**src/rtl/m68k_sram_target.sv**
```systemverilog
// ---------------------------------------------------------------------------
// m68k_sram_target
//
// 68000-bus responder for on-board fast RAM. It watches AS/UDS/LDS/RW from
// any bus master and answers cycles that land inside an address window. The
// autoconfig logic supplies the window base and its enable. A hit runs a
// synchronous SRAM access with programmable wait states. The responder then
// asserts DTACK and, on reads, drives the data bus.
//
// Parameters:
//   SIZE_LOG2    window size as a power of two in bytes (16..23)
//   WAIT_STATES  extra clocks the SRAM strobes are held (0..7)
//
// Optional feature macro: SRAM_TARGET_MAPROM_WP_EN
//   When defined, the upper half of the window is write-protected for use as
//   a ROM shadow. Writes there are still acknowledged, but ram_we stays low.
//   When undefined, the whole window is writable.
//
// Ports:
//   M68K_CLK       bus clock; all state changes on its rising edge
//   RESET          synchronous, active-high reset
//   cfg_valid      window enable from autoconfig
//   cfg_base       window base, address bits [23:16]
//   M68K_A         bus address bits [23:1] (bit 0 of the port is A1)
//   M68K_AS_n      raw address strobe
//   M68K_UDS_n     raw upper data strobe
//   M68K_LDS_n     raw lower data strobe
//   M68K_RW        raw read/write line
//   M68K_D_IN      bus data as seen on the pins
//   M68K_D_OUT     read data to drive onto the bus
//   M68K_D_OE      read-data driver enable
//   M68K_DTACK_OE  top level pulls DTACK_n low while this is 1
//   ram_addr       SRAM word address
//   ram_be         SRAM byte enables, [1] upper byte, [0] lower byte
//   ram_ce         SRAM chip enable (active high)
//   ram_oe         SRAM output enable (active high)
//   ram_we         SRAM write enable (active high)
//   ram_wdata      SRAM write data
//   ram_rdata      SRAM read data
//   busy           high whenever the responder is not idle
// ---------------------------------------------------------------------------
module m68k_sram_target #(
  parameter int SIZE_LOG2   = 21,
  parameter int WAIT_STATES = 1
) (
  input  logic                 M68K_CLK,
  input  logic                 RESET,
  input  logic                 cfg_valid,
  input  logic [7:0]           cfg_base,
  input  logic [22:0]          M68K_A,
  input  logic                 M68K_AS_n,
  input  logic                 M68K_UDS_n,
  input  logic                 M68K_LDS_n,
  input  logic                 M68K_RW,
  input  logic [15:0]          M68K_D_IN,
  output logic [15:0]          M68K_D_OUT,
  output logic                 M68K_D_OE,
  output logic                 M68K_DTACK_OE,
  output logic [SIZE_LOG2-2:0] ram_addr,
  output logic [1:0]           ram_be,
  output logic                 ram_ce,
  output logic                 ram_oe,
  output logic                 ram_we,
  output logic [15:0]          ram_wdata,
  input  logic [15:0]          ram_rdata,
  output logic                 busy
);

  localparam logic [2:0] IDLE    = 3'd0;
  localparam logic [2:0] RSTROBE = 3'd1;
  localparam logic [2:0] WWAIT   = 3'd2;
  localparam logic [2:0] WSTROBE = 3'd3;
  localparam logic [2:0] ACK     = 3'd4;
  localparam logic [2:0] DONE    = 3'd5;

  localparam logic [2:0] WAIT_LOAD = 3'(WAIT_STATES);

  // Synchroniser stages for the asynchronous bus strobes
  logic as_m, as_s;
  logic uds_m, uds_s;
  logic lds_m, lds_s;
  logic rw_m, rw_s;

  // Control state
  logic [2:0] state;
  logic [2:0] wait_cnt;
  logic       ack_r;
  logic       rw_r;
  logic       abort_r;
  logic       armed;

  // Latched cycle attributes
  logic [SIZE_LOG2-2:0] addr_r;
  logic [1:0]           be_r;
  logic [15:0]          wdata_r;
  logic [15:0]          rdata_r;

  logic hit;
  logic ds_any;
  logic strobe_last;
  logic wr_protect;
  logic cfg_unused;

  // Only the window-selecting bits of cfg_base take part in decode; the
  // reduction below just marks the rest as intentionally ignored.
  assign cfg_unused = ^cfg_base;

  // Two-flop synchronisers. They carry no reset on purpose. A reset that
  // forced them to the idle level would look like a fresh AS negation. That
  // would re-arm the decoder while a master still holds AS low.
  always_ff @(posedge M68K_CLK) begin
    as_m  <= M68K_AS_n;
    as_s  <= as_m;
    uds_m <= M68K_UDS_n;
    uds_s <= uds_m;
    lds_m <= M68K_LDS_n;
    lds_s <= lds_m;
    rw_m  <= M68K_RW;
    rw_s  <= rw_m;
  end

  // Window decode. The address bits above the window size must match the
  // corresponding base bits.
  assign hit = cfg_valid &&
               (M68K_A[22:SIZE_LOG2-1] == cfg_base[7:SIZE_LOG2-16]);

  assign ds_any      = !uds_s || !lds_s;
  assign strobe_last = (wait_cnt == 3'd0);

`ifdef SRAM_TARGET_MAPROM_WP_EN
  // The top address bit inside the window selects the protected half.
  assign wr_protect = addr_r[SIZE_LOG2-2];
`else
  assign wr_protect = 1'b0;
`endif

  // Main sequencer.
  // A bus cycle is accepted only after AS has been seen negated since the
  // previous one ("armed"). A master that keeps AS low across a reset is
  // therefore not served twice. An AS negation during the strobe phase is
  // remembered in abort_r. The SRAM access still runs to completion, so no
  // write is ever cut short, but DTACK is then withheld.
  always_ff @(posedge M68K_CLK) begin
    if (RESET) begin
      state    <= IDLE;
      wait_cnt <= 3'd0;
      ack_r    <= 1'b0;
      rw_r     <= 1'b0;
      abort_r  <= 1'b0;
      armed    <= 1'b0;
      addr_r   <= '0;
      be_r     <= 2'b00;
      wdata_r  <= 16'h0000;
      rdata_r  <= 16'h0000;
    end else begin
      if (as_s) begin
        armed <= 1'b1;
      end

      case (state)
        IDLE: begin
          if (armed && !as_s && hit) begin
            if (rw_s) begin
              if (ds_any) begin
                state    <= RSTROBE;
                wait_cnt <= WAIT_LOAD;
                abort_r  <= 1'b0;
                armed    <= 1'b0;
                addr_r   <= M68K_A[SIZE_LOG2-2:0];
                be_r     <= {!uds_s, !lds_s};
                rw_r     <= 1'b1;
              end
            end else begin
              state  <= WWAIT;
              armed  <= 1'b0;
              addr_r <= M68K_A[SIZE_LOG2-2:0];
              be_r   <= {!uds_s, !lds_s};
              rw_r   <= 1'b0;
            end
          end
        end

        // The 68000 asserts its data strobes later than AS on writes. The
        // byte enables are therefore taken again once the data is valid.
        WWAIT: begin
          if (as_s) begin
            state <= IDLE;
          end else if (ds_any) begin
            state    <= WSTROBE;
            wait_cnt <= WAIT_LOAD;
            abort_r  <= 1'b0;
            be_r     <= {!uds_s, !lds_s};
            wdata_r  <= M68K_D_IN;
          end
        end

        RSTROBE, WSTROBE: begin
          if (as_s) begin
            abort_r <= 1'b1;
          end
          if (strobe_last) begin
            if (rw_r) begin
              rdata_r <= ram_rdata;
            end
            if (abort_r || as_s) begin
              state <= DONE;
            end else begin
              state <= ACK;
              ack_r <= 1'b1;
            end
          end else begin
            wait_cnt <= wait_cnt - 3'd1;
          end
        end

        ACK: begin
          if (as_s) begin
            ack_r <= 1'b0;
            state <= DONE;
          end
        end

        DONE: begin
          ack_r <= 1'b0;
          state <= IDLE;
        end

        default: begin
          ack_r <= 1'b0;
          state <= IDLE;
        end
      endcase
    end
  end

  // SRAM strobes are decoded straight from the state. They therefore drop
  // on the same edge that enters ACK or DONE.
  always_comb begin
    ram_ce = (state == RSTROBE) || (state == WSTROBE);
    ram_oe = (state == RSTROBE);
    ram_we = (state == WSTROBE) && !wr_protect;
  end

  // DTACK and the data drivers are gated with the raw AS pin. They release
  // combinationally as soon as the master negates AS and do not wait for
  // the synchroniser.
  always_comb begin
    M68K_DTACK_OE = ack_r && !M68K_AS_n;
    M68K_D_OE     = ack_r && rw_r && !M68K_AS_n;
  end

  assign M68K_D_OUT = rdata_r;
  assign ram_addr   = addr_r;
  assign ram_be     = be_r;
  assign ram_wdata  = wdata_r;
  assign busy       = (state != IDLE);

endmodule
```
**config.mk**
```make
export PLATFORM = sky130hd
export DESIGN_NAME = m68k_sram_target
export DESIGN_NICKNAME = d
export VERILOG_FILES = /design/src/rtl/m68k_sram_target.sv
export SDC_FILE = /design/constraint.sdc
export NUM_CORES = 1
export LEC_CHECK = 0
export CORE_ASPECT_RATIO = 1.25
export CORE_UTILIZATION = 30
export DETAILED_ROUTE_END_ITERATION = 10
export GPL_TIMING_DRIVEN = 0
export PLACE_DENSITY = 0.72
export SLEW_MARGIN = 30
export SYNTH_ARGS = -nofsm -noshare
export SYNTH_HDL_FRONTEND = slang
export SYNTH_SLANG_ARGS = --single-unit
```
**constraint.sdc**
```tcl
create_clock -name M68K_CLK -period 1.86 [get_ports M68K_CLK]
set_input_delay 0.279 -clock M68K_CLK [delete_from_list [all_inputs] [get_ports M68K_CLK]]
set_output_delay 0.279 -clock M68K_CLK [all_outputs]
set_load 0.005 [all_outputs]
```
==> results.sh <==
export IMPL_outcome="complete, no violations"
export IMPL_io_pins=130
export IMPL_overflow=0
export IMPL_arrival_ns=2.01
export IMPL_clock_sinks=72
export IMPL_cp_start_kind="flop"
export IMPL_use_met1=0.190
export IMPL_tritoncts="done"
export IMPL_critPathRequiredTime_ns=2.07
export IMPL_grt_setup_unrepaired="yes"
export IMPL_postSynthAreaPerCell_um2=8.29
export IMPL_clock_skew_final_ns=0.00559
export IMPL_cp_end_kind="flop"
export IMPL_grt_max_degree=12
export IMPL_whs_ns=0.328
export IMPL_coreArea_um2=9170
export IMPL_synth_seq_cells=72
export IMPL_grt_use_met2=0.315
export IMPL_track_usage=0.178
export IMPL_syn_to_final_growth_pct=61.2
export IMPL_max_clock_freq_mhz=556
export IMPL_cts_made_buffers=9
export IMPL_setup_viol=0
export IMPL_grt_most_used_layer="met2"
export IMPL_min_period_over_period=0.967
export IMPL_routabilityCongestion=0.824
export IMPL_vias=2928
export IMPL_synth_edf_count=0
export IMPL_antenna_left=0
export IMPL_use_met3=0.0655
export IMPL_cap_viol_max_count=0
export IMPL_synth_cell_types=42
export IMPL_worstMarginPinSlew_ns=0.567
export IMPL_htree_levels=3
export IMPL_antenna_found_initial=0
export IMPL_die_h_um=111
export IMPL_worstHoldPathType="flop to flop"
export IMPL_layout_drive_gt1_share=0.0915
export IMPL_wl_per_cell_um=13.8
export IMPL_dp_hpwl_um=6220
export IMPL_path_buf_inv=1
export IMPL_floorplan_initialDensity=0.311
export IMPL_clkTransAtPathRegs_ns=0.05
export IMPL_crit_chain="inv_1 > ha_1 > ha_4 > or3b_4 > o221a_4 > o2111a_1 > a31o_1"
export IMPL_wl_um=8370
export IMPL_peakVddDrop_uv=451
export IMPL_critPathTopFamily="compound AO/OA/AOI/OAI gates"
export IMPL_port_buffers=123
export IMPL_via_per_inst=4.85
export IMPL_nFillCells=892
export IMPL_dpl_cell_area_um2=4240
export IMPL_crit_slowest_cell="or3b_4"
export IMPL_maxSlewHeadroom=0.622
export IMPL_finalMaxSlewViolations=0
export IMPL_p_per_area_nw_per_um2=768
export IMPL_clock_path_buffers=2
export IMPL_rows=39
export IMPL_power_mw=3.53
export IMPL_die_x_um=89.2
export IMPL_cp_max_fo=6
export IMPL_synth_cells=344
export IMPL_drt_iter0_drc=94
export IMPL_final_cell_mix="clkdlybuf4s50_1 (120), nand2_1 (70), dfxtp_1 (69)"
export IMPL_final_common_cell="clkdlybuf4s50_1"
export IMPL_period_needed_ns=1.80
export IMPL_synth_async_reset_ratio=0
export IMPL_syn_area_um2=2850
export IMPL_dr_pass1_iters=5
export IMPL_drc=0
export IMPL_clockRootBuffer="clkbuf_16"
export IMPL_synth_main_ff_cell="dfxtp_1"
export IMPL_multiInputGateArea_um2=1280
export IMPL_criticalPathCategory="flop to flop"
export IMPL_final_setup_tns_ns=0
export IMPL_slowest_delay_ns=0.43
export IMPL_power_leakage_nw=1.65
export IMPL_final_area_um2=4600
export IMPL_hold_viol=0
export IMPL_layout_nets=549
export IMPL_synth_fp_nets=416
export IMPL_insertion_delay_ns=0.33
export IMPL_yosys_warnings=0
export IMPL_ys_seq_area_frac=0.505
export IMPL_grt_pass1_vias=2978
export IMPL_dieArea_um2=9910
export IMPL_num_antenna_cells=0
export IMPL_grt_pass1_wl_um=13600
export IMPL_regArea_um2=1450
[power breakdown]
group          total [mW]  internal [mW]  switching [mW]
Clock                1.66           1.06           0.606
Combinational       0.289          0.174           0.115
Sequential           1.58           1.56          0.0168
Total                3.53           2.79           0.738
[flip-flops by register name (all words and copies together), names as in the netlist]
register,flops
state,3
abort_r,1
M68K_D_OUT,16
ram_addr,20
ram_be,2
lds_m,1
armed,1
uds_s,1
rw_s,1
ack_r,1
as_s,1
ram_wdata,16
rw_m,1
wait_cnt,3
rw_r,1
as_m,1
uds_m,1
lds_s,1
[Yosys cell counts (2+ instances only)]
master | count | area (um^2)
dfxtp_1 | 72 | 1440
nand2_1 | 70 | 263
a21oi_1 | 59 | 295
nand3_1 | 22 | 110
o21ai_1 | 20 | 100
clkbuf_1 | 16 | 60.1
nor2_1 | 13 | 48.8
inv_1 | 7 | 26.3
a31oi_1 | 5 | 31.3
buf_2 | 5 | 25.0
buf_6 | 4 | 45.0
nor3_1 | 4 | 20.0
o21ai_0 | 4 | 20.0
and2_1 | 3 | 18.8
nor2b_1 | 3 | 18.8
xnor2_1 | 3 | 26.3
a211oi_1 | 2 | 15.0
a311oi_1 | 2 | 17.5
and3_1 | 2 | 12.5
buf_4 | 2 | 15.0
ha_1 | 2 | 25.0
mux2i_1 | 2 | 20.0
or3_1 | 2 | 12.5
or3b_1 | 2 | 17.5
[path summary, 6_finish.rpt]
kind	startpoint	to	slack, ns	cells after the start
worst max-delay path	wait_cnt[0]	state[0]	0.06	7
worst min-delay path	uds_m	uds_s	0.33	0
worst max register to register	wait_cnt[0]	state[0]	0.06	7
worst min register to register	uds_m	uds_s	0.33	0
[final cells by class]
class                      count  share of cell area
timing repair buffer         125               0.272
inverter                       7             0.00571
multi-input combinational    237               0.278
buffer                        25              0.0337
clock inverter                 4             0.00980
clock buffer                  11              0.0528
sequential                    72               0.315
tap                          123              0.0335
[metal layers]
layer	wire (um)	vias to the layer above	part of all wire
met4	95	0	0.011
met1	3340	1371	0.40
met5	0	-	0
li1	-	1453	-
met2	4350	96	0.52
met3	583	8	0.070
[repair_timing]
action | in CTS | in global routing
pin swaps | 0 | 1
setup buffers | 1 | 1
setup endpoints to repair | 5 | 43
hold buffers | 0 | 0
resized for setup | 9 | 19
[logic make-up (layout without fill, tap and decap cells)]
group / count (synthesis) / after routing / synth area share
buffers and inverters: 35 / 172 / 0.0614
AND/OR/NAND/NOR: 125 / 125 / 0.193
multiplexers: 2 / 2 / 0.00702
flip-flops: 72 / 72 / 0.505
XOR/XNOR: 3 / 3 / 0.00921
AO/OA/AOI/OAI: 105 / 105 / 0.215
adder cells (fa/ha/maj): 2 / 2 / 0.00877
[metrics by stage]
| stage | cells | util | setup WS, ns |
|---|---|---|---|
| 2_1_floorplan | 344 | - | 0.108 |
| 4_1_cts | 605 | 0.496 | 0.0205 |
| 5_1_grt | 604 | 0.501 | -0.0243 |
| 6_report | 604 | 0.501 | 0.0606 |
| 3_3_place_gp | 590 | 0.462 | -0.0565 |
| 3_5_place_dp | 590 | 0.462 | -0.107 |
No activity file was read; power rests on OpenSTA's default activity.
==> variant 1: new RTL, config.mk and constraints unchanged <==
Add a define of `SRAM_TARGET_MAPROM_WP_EN`.
--- a/src/rtl/m68k_sram_target.sv
+++ b/src/rtl/m68k_sram_target.sv
@@ -41,2 +41,4 @@
 // ---------------------------------------------------------------------------
+`define SRAM_TARGET_MAPROM_WP_EN
+
 module m68k_sram_target #(
Formal check against the unedited RTL: not equivalent (a bounded check fails within 10 cycles, from zero or initial values and one cycle with RESET high).
==> variant 1 against the unedited design <==
Power shrank 12%; synthesized area shrank 3.9%; final area shrank 5.4%; register-to-register slack gained 50 ps; non-clock buffer count shrank 8; routed wire length shrank 16%; clock skew grew 1.2 ps; sequential power is essentially flat; sequential cell count is the same; worst setup slack gained 30 ps; fmax grew 1.7%; critical path type is now input port to output port; largest cell class unchanged; largest power group is now sequential cells; highest routed layer unchanged.
==> variant 1: results (changes against the unedited design) <==
Synth:
- The synthesized net count is 378 (-9.1%).
- The multiplexer area fraction after synthesis was 7.30% (+6.6 points).
- The adder-cell share of the synthesized area is 0.912% (+0.035 points).

Timing:
- The transition time at the pin with the least slew margin came to 551 ps (-15.8 ps).
- The final setup skew is 6.83 ps (+1.23 ps).
- The post-layout minimum cycle time came to 1770 ps (-29.7 ps).

GRT:
- The first-pass GRT wire length is 11.2 mm (-18%).
- The via count of the first global-routing pass came to 2606 (-12%).
- The total track usage came to 15.2% (-2.5 points).

Detailed routing:
- The number of DRC violations after detailed-routing iteration 0 came to 77 (-18%).
- The met1 wire length is 2.82 mm (-15%).
- The met2 routed wirelength came to 3.56 mm (-18%).
- The met3 wire length was 507 microns (-13%).

Cells and area:
- The final cell area excluding filler cells is 4350 sq um (-5.4%).
- The proportion of layout cells with a drive suffix above 1 is 9.01% (-0.14 points).

Critical path:
- The longest individual stage delay on the worst path is 530 ps (+100 ps).
- The worst-case reg-to-reg path depth is 8 (+1).
- The maximum fanout along the worst path was 2 (-4).
- The critical path ends at M68K_D_OE.
- The slowest stage of the critical path belongs to the cell sky130_fd_sc_hd__clkdlybuf4s50_1.

Hold path:
- In this run the most critical hold path is launched from rw_m.
- For hold timing, the worst endpoint is rw_s.

Pwr:
- The leakage dissipation is 1.72 nW (+4.3%).

Run status:
- The flow ran to the end, and the final reports show no timing, DRC or antenna violations.

Placed design:
- The number of cells in the design after placement is 549 (-6.9%).
## variant 1: changes by cell type after synthesis, sizes merged, moves of 3 or more
cell	delta
o21ai	-22
a21oi	-19
nor2	+19
mux2i	+18
nand3	-18
clkbuf	-7
a311oi	-3
a31oi	-3
nand2b	+3
## variant 1: layer usage
layer | vias up | GRT usage (%)
li1 | 1288 | -
met1 | 1156 | 15.5
met2 | 95 | 28.1
met4 | 0 | 8.08
met5 | - | 0
met3 | 16 | 4.01
## variant 1: area by class of cell
class,count,area share [%]
plain buffers,18,2.85
clock buffers,11,3.25
clock inverters,4,1.04
inverters,6,0.518
multi-input cells,209,27.2
flip-flops and latches,72,33.2
well taps,120,3.45
repair buffers,124,28.5
## variant 1: power by group
group          internal, mW  total [mW]  leakage (nW)  switching [mW]
Combinational         0.210       0.351          1.04           0.141
Clock                 0.643        1.19        0.0989           0.543
Sequential             1.57        1.58         0.585          0.0172
Total                  2.42        3.12          1.72           0.701
==> variant 2: new RTL, same settings <==
Without the edit above. Make the reset (`RESET`) asynchronous in one clocked block. Comments in the files are not updated.
--- a/src/rtl/m68k_sram_target.sv
+++ b/src/rtl/m68k_sram_target.sv
@@ -142,3 +142,3 @@
   // write is ever cut short, but DTACK is then withheld.
-  always_ff @(posedge M68K_CLK) begin
+  always_ff @(posedge M68K_CLK or posedge RESET) begin
     if (RESET) begin
Check against the original RTL: differs if RESET is asserted again (counterexample within 4 cycles, from zero or initial values and one cycle with RESET high); with RESET held inactive, the same outputs for 4 cycles.
==> variant 2 against the unedited design <==
Routed wire length down 18%; count of clock-buffer cells in the layout unchanged; worst setup slack worse by 12 ps; via count is 26% lower; synthesized area is 5.0% higher; core utilization rose by 0.45 points; critical path depth is 4 lower; sequential cell count did not move; fmax down 0.66%; final area rose by 6.2%; critical path type is now flop to output port; largest cell class unchanged; highest routed layer unchanged.
Power is not compared: it rests on default switching activity, and its combinational part moved more than twofold at a synthesized area within 25%.
==> variant 2: results (changes against the unedited design) <==
Critical path:
- The maximum fanout along the worst path is 3 (-3).
- The most critical setup path has its startpoint at state[2].
- The cell family with the largest share of critical-path delay is buffers and inverters.
- The longest individual stage delay on the worst path was 500 ps (+70 ps).
- The master of the slowest instance on the critical path is sky130_fd_sc_hd__clkdlybuf4s50_1.

Synth:
- By count the netlist is led by sky130_fd_sc_hd__dfrtp_1 (64), sky130_fd_sc_hd__mux2_2 (33), sky130_fd_sc_hd__mux2_4 (19).
- The post-synthesis sequential area ratio is 58.8% (+8.3 points).
- The most used flip-flop cell after synthesis is sky130_fd_sc_hd__dfrtp_1.
- Yosys attributes the largest share of cell area to sky130_fd_sc_hd__dfrtp_1 (53%), sky130_fd_sc_hd__mux2_2 (12%), sky130_fd_sc_hd__mux2_4 (9.5%), sky130_fd_sc_hd__dfxtp_1 (5.3%), sky130_fd_sc_hd__buf_6 (1.9%).
- The number of distinct standard cells referenced by the synthesized netlist is 46 (+9.5%).
- The mean instance size in the synthesized netlist was 14.7 sq um (+77%).
- The async set or reset register ratio after synthesis is 88.9% (+89 points).

Timing:
- The final setup skew is 7.17 ps (+1.58 ps).
- The transition time at the pin with the least slew margin was 481 ps (-85.8 ps).
- The setup violation total in the final timing report was 0 (unchanged).

Cells and area:
- The fraction of the core area covered by cells at the end of the flow is 50.6% (+0.45 points).
- The proportion of layout cells with a drive suffix above 1 is 28.5% (+19 points).
- The filler cell count came to 841 (-5.7%).
- The net total in the final layout came to 421 (-23%).

GRT:
- The pin count of the biggest net entering global routing is 25 (+13).
- The total track usage is 13.9% (-3.8 points).
- The via count of the first global-routing pass came to 2306 (-23%).
- The first-pass GRT wire length was 11.1 mm (-18%).

Detailed routing:
- The number of vias per cell is 4.53 (-6.5%).
- The number of DRC violations after detailed-routing iteration 0 is 51 (-46%).
- The total routed wirelength is 6.90 mm (-18%).
- The total via count after detailed routing is 2175 (-26%).
- The detailed-routing iteration count for the pre-antenna-repair pass is 4 (-1).

CTS:
- The buffer levels on the longest clock path is 2 (unchanged).

Placed design:
- The setup slack after placement is -149 ps (-41.7 ps).
- The total of buffers placed on input and output ports is 124 (+0.81%).
- The number of cells in the design after placement came to 456 (-23%).
- The final weighted congestion in routability-driven placement was 0.799 (-3.0%).
- The total half-perimeter wirelength after legalization and detailed placement came to 5.16 mm (-17%).
- The placed instance area is 4450 sq um (+4.9%).

Pwr:
- The maximum vdd ir drop is 473 uV.

Run status:
- The run finished with clean final reports.

Hold path:
- The tightest min-delay check is of the input port to asynchronous set/reset pin type.
-- variant 2: final timing paths --
path                       slack [ps]  depth (start not counted)       endpoint
max                                50                          3         ram_ce
min                               330                          2  M68K_D_OUT[5]
max reg2reg                        60                          8   ram_addr[11]
min reg2reg                       330                          0          lds_s
max in group asynchronous        1050                          3       state[1]
min in group M68K_CLK             330                          0          lds_s
-- variant 2: what timing repair did --
item,in CTS,in global routing
endpoints found under the setup margin,13,12
pin swaps,1,3
buffers inserted,4,4
gates cloned,0,0
resized for setup,14,2
-- variant 2: power by group through the flow --
stage	registers (mW)	logic, mW	clock network, mW
floorplan	2.44	1.07	0
global placement	2.41	2.43	0
detailed placement	2.44	2.50	0
CTS	2.40	2.64	2.03
global route	2.47	2.85	2.10
finish	2.40	2.64	1.98
-- variant 2: kinds of logic after synthesis --
family / after synthesis / share of synthesized area [%]
flip-flops: 72 / 58.8
multiplexers: 53 / 22.3
AND/OR/NAND/NOR: 33 / 7.90
AO/OA/AOI/OAI: 27 / 6.18
buffers and inverters: 14 / 3.13
XOR/XNOR: 3 / 0.877
adder cells (fa/ha/maj): 2 / 0.835
-- variant 2: cell type report --
| type | count | area share (%) |
|---|---|---|
| Clock inverter | 5 | 2.13 |
| Inverter | 7 | 0.692 |
| Timing Repair Buffer | 134 | 27.6 |
| Buffer | 7 | 1.61 |
| Clock buffer | 11 | 4.97 |
| Sequential cell | 72 | 36.1 |
| Tap cell | 126 | 3.23 |
| Multi-Input combinational cell | 118 | 23.7 |
-- variant 2: per-layer routing --
metal	global-route usage, %	routed length, microns
met1	15.4	2820
met2	24.6	3610
met3	3.33	330
met4	7.62	138
met5	0	0
